## src/rtl/csdf_flux_scheduler_if.sv

```systemverilog
// Handshake bundle between the CSDF flux scheduler and its FIFOs.
// The master side is the scheduler: it reads the FIFO status flags and
// drives the read/write strobes, the grant tag and the status flags.
interface csdf_flux_scheduler_if #(
  parameter int FLUX      = 2,
  parameter int PORTS     = 2,
  parameter int TAG_WIDTH = $clog2(FLUX)
);
  logic [PORTS*FLUX-1:0] empty;
  logic                  full;
  logic [PORTS*FLUX-1:0] read;
  logic                  write;
  logic [TAG_WIDTH-1:0]  tag;
  logic                  busy;
  logic                  last;

  modport master (
    input  empty, full,
    output read, write, tag, busy, last
  );

  modport slave (
    output empty, full,
    input  read, write, tag, busy, last
  );
endinterface

```

## src/rtl/csdf_flux_scheduler.sv

```systemverilog
// Round-robin, non-interleaved scheduler for a shared CSDF actor datapath.
// A flux is locked for NUM_OP firings plus one output write; the lock is
// atomic, so other fluxes wait even when ready. Strobes are Mealy outputs
// (zero-cycle path from the empty flags to the read strobes) and are
// forced low while reset is asserted.
module csdf_flux_scheduler #(
  parameter int FLUX      = 2,
  parameter int PORTS     = 2,
  parameter int NUM_OP    = 4,
  parameter int TAG_WIDTH = $clog2(FLUX)
) (
  input  logic                    clk,
  input  logic                    rst,
  csdf_flux_scheduler_if.master   bus
);

  localparam int REM_W = $clog2(NUM_OP + 1);

  typedef enum logic [1:0] {IDLE, RUN, HOLD} state_t;

  state_t                state;
  logic [TAG_WIDTH-1:0]  gnt;
  logic [TAG_WIDTH-1:0]  ptr;
  logic [REM_W-1:0]      rem;

  logic [FLUX-1:0]       rdy;
  logic                  sel_found;
  logic [TAG_WIDTH-1:0]  sel;
  logic [TAG_WIDTH-1:0]  cand;
  logic [TAG_WIDTH-1:0]  cur;
  logic                  fire;
  logic                  last_fire;
  logic                  write_c;
  logic [PORTS*FLUX-1:0] read_c;

  // A flux is ready only when every one of its input FIFOs has data.
  always_comb begin
    rdy = '0;
    for (int j = 0; j < FLUX; j++) begin
      rdy[j] = ~|bus.empty[j*PORTS +: PORTS];
    end
  end

  // Round-robin search starting just after the last granted flux, so the
  // flux that just completed an iteration has the lowest priority.
  always_comb begin
    sel_found = 1'b0;
    sel       = '0;
    cand      = '0;
    for (int o = 1; o <= FLUX; o++) begin
      cand = TAG_WIDTH'((int'(ptr) + o) % FLUX);
      if (!sel_found && rdy[cand]) begin
        sel_found = 1'b1;
        sel       = cand;
      end
    end
  end

  // Decode the firing/write decision for this cycle from state and flags.
  always_comb begin
    cur       = gnt;
    fire      = 1'b0;
    last_fire = 1'b0;
    write_c   = 1'b0;
    case (state)
      IDLE: begin
        cur       = sel_found ? sel : '0;
        fire      = sel_found;
        last_fire = sel_found && (NUM_OP == 1);
      end
      RUN: begin
        fire      = rdy[gnt];
        last_fire = rdy[gnt] && (rem == REM_W'(1));
      end
      HOLD: begin
        write_c   = !bus.full;
      end
      default: begin
        cur = gnt;
      end
    endcase
    // The completing firing writes in the same cycle unless the output is full.
    if (last_fire) begin
      write_c = !bus.full;
    end
    // All ports of the granted flux are strobed together, never a partial set.
    read_c = '0;
    for (int j = 0; j < FLUX; j++) begin
      for (int i = 0; i < PORTS; i++) begin
        read_c[j*PORTS + i] = fire && (cur == TAG_WIDTH'(j));
      end
    end
  end

  assign bus.read  = rst ? read_c    : '0;
  assign bus.write = rst ? write_c   : 1'b0;
  assign bus.tag   = rst ? cur       : '0;
  assign bus.busy  = rst ? (state != IDLE) : 1'b0;
  assign bus.last  = rst ? last_fire : 1'b0;

  // Iteration sequencer: lock on a flux, count firings, then write or hold.
  always_ff @(posedge clk or negedge rst) begin
    if (!rst) begin
      state <= IDLE;
      gnt   <= '0;
      rem   <= '0;
      ptr   <= TAG_WIDTH'(FLUX - 1);
    end else begin
      case (state)
        IDLE: begin
          if (sel_found) begin
            gnt <= sel;
            ptr <= sel;
            rem <= REM_W'(NUM_OP - 1);
            if (NUM_OP == 1) begin
              state <= bus.full ? HOLD : IDLE;
            end else begin
              state <= RUN;
            end
          end
        end
        RUN: begin
          if (rdy[gnt]) begin
            if (rem == REM_W'(1)) begin
              rem   <= '0;
              state <= bus.full ? HOLD : IDLE;
            end else begin
              rem   <= rem - REM_W'(1);
            end
          end
        end
        HOLD: begin
          if (!bus.full) begin
            state <= IDLE;
          end
        end
        default: begin
          state <= IDLE;
        end
      endcase
    end
  end

  // Never write into a full output FIFO.
  assert property (@(posedge clk) disable iff (!rst) !(bus.write && bus.full));

  // Never read from an empty input FIFO.
  assert property (@(posedge clk) disable iff (!rst) ((bus.read & bus.empty) == '0));

endmodule

```

## src/flat_wrapper.sv

```systemverilog
// flat-port wrapper written by rule: the top's interface ports become plain ports
module csdf_flux_scheduler_flat 
#(
  parameter int FLUX      = 2,
  parameter int PORTS     = 2,
  parameter int NUM_OP    = 4,
  parameter int TAG_WIDTH = $clog2(FLUX)
)
  (clk, rst, bus_empty, bus_full, bus_read, bus_write, bus_tag, bus_busy, bus_last);
  csdf_flux_scheduler_if #(.FLUX(FLUX), .PORTS(PORTS), .TAG_WIDTH(TAG_WIDTH)) bus_i ();
  input  logic clk;
  input  logic rst;
  input wire logic [$bits(bus_i.empty)-1:0] bus_empty;
  input wire logic [$bits(bus_i.full)-1:0] bus_full;
  output wire logic [$bits(bus_i.read)-1:0] bus_read;
  output wire logic [$bits(bus_i.write)-1:0] bus_write;
  output wire logic [$bits(bus_i.tag)-1:0] bus_tag;
  output wire logic [$bits(bus_i.busy)-1:0] bus_busy;
  output wire logic [$bits(bus_i.last)-1:0] bus_last;
  assign bus_i.empty = bus_empty;
  assign bus_i.full = bus_full;
  assign bus_read = bus_i.read;
  assign bus_write = bus_i.write;
  assign bus_tag = bus_i.tag;
  assign bus_busy = bus_i.busy;
  assign bus_last = bus_i.last;
  csdf_flux_scheduler #(.FLUX(FLUX), .PORTS(PORTS), .NUM_OP(NUM_OP), .TAG_WIDTH(TAG_WIDTH)) u_core (.clk(clk), .rst(rst), .bus(bus_i));
endmodule
```

## config.mk

```make
export PLATFORM = sky130hd
export DESIGN_NAME = csdf_flux_scheduler_flat
export DESIGN_NICKNAME = d
export VERILOG_FILES = /design/src/rtl/csdf_flux_scheduler_if.sv /design/src/rtl/csdf_flux_scheduler.sv /design/src/flat_wrapper.sv
export SDC_FILE = /design/constraint.sdc
export NUM_CORES = 1
export LEC_CHECK = 0
export BUFFER_PORTS_ARGS = -buffer_cell sky130_fd_sc_hd__buf_2
export CAP_MARGIN = 10
export CORE_AREA = 2 2 39 41
export DETAILED_ROUTE_END_ITERATION = 10
export DIE_AREA = 0 0 41 43
export PLACE_DENSITY_LB_ADDON = 0.05
export SLEW_MARGIN = 20
export SYNTH_ARGS = -nofsm -noshare
export SYNTH_HDL_FRONTEND = slang
export SYNTH_SLANG_ARGS = --single-unit
```

## constraint.sdc

```tcl
create_clock -name clk -period 2.2 [get_ports clk]
set_clock_uncertainty 0.1 [all_clocks]
set_input_delay 0.44 -clock clk [delete_from_list [all_inputs] [get_ports clk]]
set_output_delay 0.44 -clock clk [all_outputs]
set_load 0.01 [all_outputs]
```

==> reports/qor.txt <==
Total number of yosys warnings = 0
Area of the multi-input gates = 317 um2
Reg2reg start = u_core.state[1]
Crit. Startpoint = u_core.state[1]
Worst Path Arrival = 1.62 ns
Final period utilization = 98.2%
Critical path capture point type = output pin
Final Power = 0.672 mW
Via count = 456
First-pass GRT wire length = 1.82 mm
Port buffer count = 14
Worst Path Required = 1.66 ns
Detailed Routing Iterations Pass 1 = 2
Maxcap violations = 0
Pwr dens = 954 nW/um2
Unrepaired setup endpoints after global routing = true
Actual slew at the worst max-slew pin = 0.255 ns
Gr usage total = 15.5%
Initial DRC Count = 2
Area grow syn2layout = 47.4%
Routed wire per std cell = 12.3 um
Fin nets = 87
Commonest cells after routing, fill and taps aside = 14 x buf_2, 11 x buf_4, 5 x dfrtp_1
Flops & latches, synth = 7
Peak VDD IR = 0.420 mV
Vias in the first global route = 424
Share of the synthesized area in the top cell type = 31.4%
Fin Setup TNS = 0 ns
Worst Path Class, Setup = reg2out
F_max = 0.463 GHz
ANT nets after route = 0
Die Y = 43 um
Pin count of the biggest net entering global routing = 10
Clk sink count = 7
DP HPWL = 867 um
DR DRC count = 0
Crit Path Max Fanout = 3
# rows = 14
Share of layout cells above drive strength 1 = 58.4%
Worst hold path type = in2async
Routed wire length = 1.14 mm
Tmin final = 2.16 ns
Fillers = 149
Clock Path Buffers = 2
Clk_lat worst skew = 0.25 ns
Lkg Pwr = 0.330 nW
Post-synth net total = 60
Post-DR vias/cell = 4.90
Reg2reg end = u_core.rem[2]
R2R Setup Slk = 0.52 ns
Worst Reg2Reg Path Length in Cells = 4
TritonCTS clock tree = done
Synth cell types = 27
Die ar. = 1760 um2
Global route overflow = 0
Seq. cell area = 178 um2
Total core area = 1380 um2
Mapped Cells = 51
Non-Filler Cell Area, Final = 704 um2
Seq/Total Area, Yosys = 36.9%
Total CTS buffers = 3
Slew headroom = 83.0%
Synthesized area per cell = 9.37 um2
Yosys top cell by area = dfrtp_1
Crit path capture = bus_read[1]
CTS H-Tree Depth = 1
Area after DPL = 624 um2
GPL Wtd Cong = 0.633
Clock slew at reported path FFs = 0.05 ns
Root Driver = clkbuf_4
Die width = 41 um
Starting Density = 34.5%
CP startpoint kind = flip-flop
Endpoints failing hold = 0
Initial antenna violation count = 0
N_diodes = 0
Mapped Area = 478 um2
Final setup viols = 0
Run status = finished clean
Top Ports = 15
Commonest non-fill, non-tap cell in the layout = buf_2
Final Max Tran Viols = 0
Ranking of synthesized cells by area = dfrtp_1 31%, mux2_2 7.1%, dfstp_2 5.5%
## Yosys cell counts
master     instances
dfrtp_1            6
nor2_1             4
a21oi_1            3
inv_1              3
mux2_2             3
nor2b_1            3
nor3_1             3
o21ai_0            3
buf_4              2
ha_1               2
nand2_1            2
nand2b_1           2
a2111oi_2          1
a21o_2             1
a221o_1            1
a311oi_1           1
a31oi_1            1
and2_1             1
and2b_2            1
and3b_2            1
and4_1             1
buf_2              1
dfstp_2            1
nor4bb_1           1
or2_2              1
or3_1              1
or4_1              1
## routing by layer
layer | up-vias | track usage [%] | part of all wire [%]
met3 | 0 | 4.71 | 3.9
met2 | 7 | 24.1 | 55
li1 | 233 | - | -
met5 | - | 0 | 0
met1 | 216 | 19.1 | 41
met4 | 0 | 6.00 | 0
## worst max-delay path, cell delays in order, from the launching register on
cell       delay [ns]
dfrtp_1          0.39
or4_4            0.51
a21oi_4          0.14
buf_4            0.14
a2111oi_4        0.04
buf_2            0.14
## worst min-delay path by stage
stage / endpoint / slack [ns]
after detailed placement: u_core.state[1] / 0.27
after global placement: u_core.state[1] / 0.27
final: u_core.state[0] / 0.004
after global routing: u_core.gnt / 0.005
after CTS: u_core.state[0] / 0.0003
after floorplan: u_core.gnt / 0.04
## cell type report
class	instances	share of cell area, %
clock buffers	4	3.73
inverters	3	1.60
multi-input cells	38	44.9
flip-flops and latches	7	25.2
well taps	16	2.84
repair buffers	25	21.7
## per-stage QoR
step	hold slack [ns]	util, %	worst slack [ns]	cells
2_1_floorplan	0.0444	-	0.00498	51
3_3_place_gp	0.267	45.1	0.0170	85
3_5_place_dp	0.271	45.1	0.0144	85
4_1_cts	0.000292	48.7	0.00501	91
5_1_grt	0.00517	50.9	-0.0536	93
6_report	0.00446	50.9	0.0395	93
## registers in the layout, summed over array words and instances (netlist names)
name and cells:
u_core.gnt 1, u_core.rem 3, u_core.ptr 1, u_core.state 2
## power breakdown
part | internal (mW) | switching (mW) | leakage (nW)
clock network | 0.0691 | 0.0448 | 0.0150
registers | 0.187 | 0.0419 | 0.0779
logic | 0.179 | 0.150 | 0.238
total | 0.435 | 0.237 | 0.330
## logic make-up (layout without fill, tap and decap cells)
kind of cell	Yosys count	count (layout)	share of synthesized area, %
AND/OR/NAND/NOR	22	22	27.8
AO/OA/AOI/OAI	11	11	16.5
flip-flops	7	7	36.9
buffers and inverters	6	32	6.54
multiplexers	3	3	7.07
adder cells (fa/ha/maj)	2	2	5.23
## repair_timing
item | in CTS | in global routing
hold buffers | 0 | 0
endpoints found under the setup margin | 5 | 5
setup buffers | 2 | 2
gates cloned | 0 | 0
gates resized for setup | 2 | 4
(Power assumes the default switching activity.)
